--- config.mk ---
export PLATFORM = sky130hd
export DESIGN_NAME = csr_unit
export DESIGN_NICKNAME = d
export VERILOG_FILES = /design/src/rtl/csr_unit.sv
export SDC_FILE = /design/constraint.sdc
export NUM_CORES = 2
export LEC_CHECK = 0
export ABC_AREA = 1
export CAP_MARGIN = 5
export CORE_MARGIN = 10
export CORE_UTILIZATION = 40
export CTS_CLUSTER_SIZE = 24
export DETAILED_ROUTE_END_ITERATION = 7
export GPL_ROUTABILITY_DRIVEN = 0
export MAX_ROUTING_LAYER = met4
export PLACE_DENSITY_LB_ADDON = 0.08
export RECOVER_POWER = 50
export SYNTH_ARGS = -nofsm -noshare
export SYNTH_HDL_FRONTEND = slang
export SYNTH_SLANG_ARGS = --single-unit
--- constraint.sdc ---
create_clock -name clk -period 21.3 [get_ports clk]
set_input_delay 5.325 -clock clk [delete_from_list [all_inputs] [get_ports clk]]
set_output_delay 5.325 -clock clk [all_outputs]
set_load 0.005 [all_outputs]
--- src/rtl/csr_unit.sv ---
// Machine-mode CSR file: trap/return bookkeeping, interrupt pending/cause,
// 64-bit cycle/instret/time counters and a mtime/mtimecmp timer interrupt.
module csr_unit #(
  parameter logic [31:0] HART_ID     = 32'd0,
  parameter logic [31:0] MISA_VALUE  = 32'h40001100,
  parameter logic [31:0] MTVEC_RESET = 32'h00000000,
  parameter int unsigned TIMER_DIV   = 1,
  parameter bit          VECTORED_EN = 1'b1
) (
  input  logic        clk,
  input  logic        rst,
  input  logic        we_i,
  input  logic [11:0] waddr_i,
  input  logic [11:0] raddr_i,
  input  logic [31:0] data_i,
  output logic [31:0] data_o,
  output logic        illegal_o,
  input  logic        trap_i,
  input  logic [31:0] trap_cause_i,
  input  logic [31:0] trap_pc_i,
  input  logic [31:0] trap_val_i,
  input  logic        mret_i,
  input  logic        retire_i,
  input  logic        ext_irq_i,
  output logic        irq_pending_o,
  output logic [31:0] irq_cause_o,
  output logic [31:0] trap_vector_o,
  output logic [31:0] mepc_o,
  output logic [31:0] mstatus_o
);
  localparam logic [31:0] MTVEC_RST = (!VECTORED_EN || MTVEC_RESET[1]) ?
                                      {MTVEC_RESET[31:2], 2'b00} : MTVEC_RESET;
  localparam logic [15:0] PS_MAX = 16'(TIMER_DIV - 1);

  logic        r_mie_b, r_mpie, r_msip, r_meip;
  logic [31:0] r_mie, r_mtvec, r_mscratch, r_mepc, r_mcause, r_mtval;
  logic [31:0] r_cyc_lo, r_cyc_hi, r_ins_lo, r_ins_hi, r_tim_lo, r_tim_hi, r_cmp_lo, r_cmp_hi;
  logic [15:0] r_ps;

  logic        w_wr_ok, w_wr, w_rd_ill, w_tick, w_mtip;
  logic [31:0] w_mip, w_pend, w_mstatus, w_base;
  logic [63:0] w_cyc_n, w_ins_n, w_tim_n;

  // Written word wins; a write to the low word also suppresses that cycle's carry.
  function automatic logic [63:0] f_cnt(input logic [31:0] lo, input logic [31:0] hi,
                                        input logic inc, input logic wlo, input logic whi,
                                        input logic [31:0] d);
    logic [31:0] nlo, nhi;
    nlo = lo + {31'b0, inc};
    nhi = hi + {31'b0, inc & (&lo)};
    if (wlo) begin
      nlo = d;
      nhi = hi;
    end
    if (whi) nhi = d;
    return {nhi, nlo};
  endfunction

  always_comb begin
    w_wr_ok = 1'b0;
    case (waddr_i)
      12'h300, 12'h304, 12'h305, 12'h340, 12'h341, 12'h342, 12'h343, 12'h344,
      12'hB00, 12'hB02, 12'hB80, 12'hB82,
      12'h7C0, 12'h7C1, 12'h7C2, 12'h7C3: w_wr_ok = 1'b1;
      default:                            w_wr_ok = 1'b0;
    endcase
  end

  assign w_wr      = we_i & w_wr_ok;
  assign w_tick    = (r_ps == PS_MAX);
  assign w_mtip    = {r_tim_hi, r_tim_lo} >= {r_cmp_hi, r_cmp_lo};
  assign w_mip     = {20'b0, r_meip, 3'b0, w_mtip, 3'b0, r_msip, 3'b0};
  assign w_pend    = w_mip & r_mie;
  assign w_mstatus = {19'b0, 2'b11, 3'b0, r_mpie, 3'b0, r_mie_b, 3'b0};
  assign w_base    = {r_mtvec[31:2], 2'b00};

  assign w_cyc_n = f_cnt(r_cyc_lo, r_cyc_hi, 1'b1, w_wr && waddr_i == 12'hB00,
                         w_wr && waddr_i == 12'hB80, data_i);
  assign w_ins_n = f_cnt(r_ins_lo, r_ins_hi, retire_i, w_wr && waddr_i == 12'hB02,
                         w_wr && waddr_i == 12'hB82, data_i);
  assign w_tim_n = f_cnt(r_tim_lo, r_tim_hi, w_tick, w_wr && waddr_i == 12'h7C0,
                         w_wr && waddr_i == 12'h7C1, data_i);

  assign irq_pending_o = r_mie_b & (|w_pend);
  assign mepc_o        = r_mepc;
  assign mstatus_o     = w_mstatus;
  assign illegal_o     = w_rd_ill | (we_i & ~w_wr_ok);

  always_comb begin
    if (w_pend[11])     irq_cause_o = 32'h8000000B;
    else if (w_pend[3]) irq_cause_o = 32'h80000003;
    else if (w_pend[7]) irq_cause_o = 32'h80000007;
    else                irq_cause_o = '0;
  end

  always_comb begin
    if (r_mtvec[1:0] == 2'b00 || !trap_cause_i[31]) trap_vector_o = w_base;
    else trap_vector_o = w_base + {trap_cause_i[29:0], 2'b00};
  end

  always_comb begin
    data_o   = '0;
    w_rd_ill = 1'b0;
    case (raddr_i)
      12'h300: data_o = w_mstatus;
      12'h301: data_o = MISA_VALUE;
      12'h304: data_o = r_mie;
      12'h305: data_o = r_mtvec;
      12'h340: data_o = r_mscratch;
      12'h341: data_o = r_mepc;
      12'h342: data_o = r_mcause;
      12'h343: data_o = r_mtval;
      12'h344: data_o = w_mip;
      12'hB00: data_o = r_cyc_lo;
      12'hB02: data_o = r_ins_lo;
      12'hB80: data_o = r_cyc_hi;
      12'hB82: data_o = r_ins_hi;
      12'hF11, 12'hF12, 12'hF13: data_o = '0;
      12'hF14: data_o = HART_ID;
      12'h7C0: data_o = r_tim_lo;
      12'h7C1: data_o = r_tim_hi;
      12'h7C2: data_o = r_cmp_lo;
      12'h7C3: data_o = r_cmp_hi;
      default: w_rd_ill = 1'b1;
    endcase
  end

  always_ff @(posedge clk or posedge rst) begin
    if (rst) begin
      r_mie_b    <= 1'b0;
      r_mpie     <= 1'b0;
      r_msip     <= 1'b0;
      r_meip     <= 1'b0;
      r_mie      <= '0;
      r_mtvec    <= MTVEC_RST;
      r_mscratch <= '0;
      r_mepc     <= '0;
      r_mcause   <= '0;
      r_mtval    <= '0;
      r_cyc_lo   <= '0;
      r_cyc_hi   <= '0;
      r_ins_lo   <= '0;
      r_ins_hi   <= '0;
      r_tim_lo   <= '0;
      r_tim_hi   <= '0;
      r_cmp_lo   <= '1;
      r_cmp_hi   <= '1;
      r_ps       <= '0;
    end else begin
      r_meip <= ext_irq_i;
      r_ps   <= w_tick ? '0 : r_ps + 16'd1;
      {r_cyc_hi, r_cyc_lo} <= w_cyc_n;
      {r_ins_hi, r_ins_lo} <= w_ins_n;
      {r_tim_hi, r_tim_lo} <= w_tim_n;
      if (w_wr && waddr_i == 12'h7C2) r_cmp_lo   <= data_i;
      if (w_wr && waddr_i == 12'h7C3) r_cmp_hi   <= data_i;
      if (w_wr && waddr_i == 12'h304) r_mie      <= data_i & 32'h00000888;
      if (w_wr && waddr_i == 12'h340) r_mscratch <= data_i;
      if (w_wr && waddr_i == 12'h344) r_msip     <= data_i[3];
      if (w_wr && waddr_i == 12'h305)
        r_mtvec <= (!VECTORED_EN || data_i[1]) ? {data_i[31:2], 2'b00} : data_i;
      // Trap overrides mret and CSR writes on the trap-owned registers.
      if (trap_i) begin
        r_mepc   <= {trap_pc_i[31:2], 2'b00};
        r_mcause <= trap_cause_i;
        r_mtval  <= trap_val_i;
        r_mpie   <= r_mie_b;
        r_mie_b  <= 1'b0;
      end else begin
        if (mret_i) begin
          r_mie_b <= r_mpie;
          r_mpie  <= 1'b1;
        end else if (w_wr && waddr_i == 12'h300) begin
          r_mie_b <= data_i[3];
          r_mpie  <= data_i[7];
        end
        if (w_wr && waddr_i == 12'h341) r_mepc   <= {data_i[31:2], 2'b00};
        if (w_wr && waddr_i == 12'h342) r_mcause <= data_i;
        if (w_wr && waddr_i == 12'h343) r_mtval  <= data_i;
      end
    end
  end
endmodule
==> impl_metrics.env <==
export IMPL_wl_met3_um=19290
export IMPL_worstPathArrival_ps=9870
export IMPL_fmax_mhz=65.83
export IMPL_gr_total_overflow=0
export IMPL_syn2layout_area_growth_pct=16.22
export IMPL_fin_area_um2=35430
export IMPL_syn_cell_area_um2=30480
export IMPL_powerDensity_nw_per_um2=58.87
export IMPL_synthMuxAreaShare_pct=0
export IMPL_ys_seq_area_share_pct=36.05
export IMPL_clkTransAtPathRegs_ps=50
export IMPL_rsz0062_at_grt="false"
export IMPL_cts_max_level=2
export IMPL_routedWlPerCell_um=27.82
export IMPL_ir_worst_vdd_v=0.00006037
export IMPL_ant_nets=0
export IMPL_antenna_found_initial=12
export IMPL_met2WireLength_um=62870
export IMPL_power_frac_seq_pct=42.5
export IMPL_rows=101
export IMPL_min_to="r_ps[0]"
export IMPL_synth_top_area_cell="dfrtp_1"
export IMPL_crit_start="raddr_i[3]"
export IMPL_power_leakage_nw=16.64
export IMPL_drive_gt1_share_pct=5.644
export IMPL_synthCells=4380
export IMPL_r2r_end="r_cyc_hi[30]"
export IMPL_pwr_share_comb_pct=11.3
export IMPL_vias_per_cell=5.877
export IMPL_multi_input_area_um2=16500
export IMPL_maxSlewViolCount=825
export IMPL_post_cts_buffers=0
export IMPL_placed_area_um2=33690
export IMPL_clock_latency_ps=670
export IMPL_fin_total_pwr_mw=2.086
export IMPL_path_class="in2out"
export IMPL_tns_ps=0
export IMPL_period_share_pct=71.32
export IMPL_post_cts_resize_count=0
export IMPL_sw_frac_of_total_pct=28.73
export IMPL_nets=4846
export IMPL_cts_tree="yes"
export IMPL_worstPathRequired_ps=15980
export IMPL_grt_max_degree=95
export IMPL_setup_viol=0
export IMPL_cts_buffers_inserted=53
export IMPL_clockRootBuffer="clkbuf_16"
export IMPL_hold_violations=0
export IMPL_cp_end_kind="primary output"
export IMPL_r2r_start="r_cyc_lo[0]"
export IMPL_synth_top_cells_by_area="dfrtp_1, nand2_1, nand3_1"
export IMPL_yosysMostFrequentCell="nand2_1"
export IMPL_die_area_um2=87650
export IMPL_ys_warn_count=0
export IMPL_yosys_area_share_simple_pct=32.63
export IMPL_drtIter0Drc=4977
export IMPL_start_util_pct=40.27
export IMPL_pre_cts_slack_ps=6398
export IMPL_ys_types=52
export IMPL_critical_path_max_fanout=27
export IMPL_synthArstFlopShare_pct=100.0
export IMPL_cts_sinks=436
export IMPL_ff2ff_path_depth=17
export IMPL_grt_use_total_pct=35.73
export IMPL_min_period_ps=15190
export IMPL_synth_top_family_by_area="simple AND/OR/NAND/NOR gates"
export IMPL_core_area_um2=75700
export IMPL_synth_xor_area_share_pct=4.971
export IMPL_max_slew_margin_pct=-185.9
export IMPL_io_buffers=257
export IMPL_r2r_slack_ps=16860
export IMPL_hp_class="reg2reg"
export IMPL_synth_edf_count=0
export IMPL_synth_top_cell_area_share_pct=30.54
export IMPL_synthAdderAreaFrac_pct=4.417
export IMPL_status="finished with violations"
export IMPL_die_w_um=296.1
export IMPL_maxCapViolCount=13
export IMPL_synth_compound_area_share_pct=11.40
export IMPL_fillers=7979
export IMPL_grt_pass1_vias=30540
export IMPL_switchingPower_uw=599.3
export IMPL_grt_pass1_wl_um=219400
export IMPL_highest_layer="met4"
export IMPL_vias=32990
export IMPL_max_slew_worst_pin_slew_ps=4266
export IMPL_fin_ws_ps=6110
export IMPL_seq_area_um2=10990
export IMPL_avgSynthCellArea_um2=6.960
export IMPL_wl_um=156100
export IMPL_dpl_hpwl_um=119800
export IMPL_min_path_cells=1
export IMPL_synthFlopType="dfrtp_1"
export IMPL_clk_path_buf_depth=3
export IMPL_min_from="r_ps[0]"
export IMPL_p_int_mw=1.486
export IMPL_skew_ps=44.00
export IMPL_violations="design-rule violations, max-capacitance violations, max-slew violations"
export IMPL_io_pins=321
export IMPL_clkPwrFrac_pct=46.2
export IMPL_synth_ff_latch_count=436
export IMPL_fp_dieH_um=296.1
export IMPL_start_kind="primary input"
export IMPL_wl_met1_um=62530
export IMPL_drc=1
export IMPL_ctsHoldBuffers=0
export IMPL_drtPass1Iterations=8
export IMPL_yosys_top_cells_count="nand2_1, nand3_1, inv_1, dfrtp_1, nor2_1"
cell usage in the layout, fill, tap and decap left out, types with 106 or more instances in the layout:
cell type / instances
a21oi_1: 109
clkdlybuf4s50_1: 220
dfrtp_1: 372
ha_1: 106
inv_1: 489
nand2_1: 1157
nand3_1: 525
nor2_1: 345
nor3_1: 110
o21ai_0: 315
xor2_1: 156
final cells by class:
cell class	count	area share, %
Antenna cell	11	0.07770
Clock buffer	80	4.429
Clock inverter	19	0.6428
Inverter	509	5.396
Multi-Input combinational cell	3263	46.58
Sequential cell	436	31.02
Tap cell	978	3.454
Timing Repair Buffer	317	8.398
layer usage:
layer / global-route usage [%] / vias up
met2: 49.03 / 2246
met3: 8.688 / 399
met4: 21.30 / 0
met1: 46.99 / 15640
li1: - / 14710
met5: - / -
registers in the layout, summed over array words and instances (netlist names), 16 cells and up:
name	cells
r_cmp_hi	32
r_cmp_lo	32
r_cyc_hi	32
r_cyc_lo	32
r_ins_hi	32
r_ins_lo	32
r_mcause	32
r_mscratch	32
r_mtval	32
r_tim_hi	32
r_tim_lo	32
r_mtvec	31
mepc_o	30
r_ps	16
worst max-delay path by stage:
stage	end	depth (start not counted)
floorplan	mepc_o[10]	1
CTS	data_o[30]	12
finish	data_o[30]	12
global placement	data_o[30]	12
global route	r_cyc_lo[29]	4
detailed placement	data_o[30]	12
worst max-delay path, cell delays in order:
cell,delay [ps]
clkdlybuf4s50_1,570
nor2_1,280
nand2_1,150
nor2_2,110
buf_4,360
nand3_1,790
inv_1,860
nand2_1,230
o221ai_1,170
a21oi_1,170
nand3_1,280
clkdlybuf4s50_1,560
stage by stage:
stage | instances | hold WS (ps) | util [%]
after floorplan | 4439 | 432.2 | -
after detailed placement | 5503 | 462.4 | 44.51
final | 5613 | 468.2 | 46.80
after global routing | 5608 | 481.0 | 46.79
after CTS | 5602 | 469.5 | 46.88
after global placement | 5503 | 454.1 | 44.51
power by group through the flow:
stage / Sequential [mW] / Clock (mW) / Combinational, mW
floorplan: 0.886 / 0 / 0.113
global placement: 0.899 / 0 / 0.228
global route: 0.888 / 0.995 / 0.251
CTS: 0.885 / 0.965 / 0.231
detailed placement: 0.899 / 0 / 0.230
finish: 0.886 / 0.964 / 0.235
cell families (layout without fill, tap and decap cells):
group                      after synthesis  count (layout)
DFF                                    436             436
other                                    2              72
buffers and inverters                  740             925
adders and majority gates              107             107
AOI/OAI and AO/OA                      621             621
xor gates and xnor gates               173             173
and+or+nand+nor                       2301            2301
No activity file was read; power rests on OpenSTA's default activity.
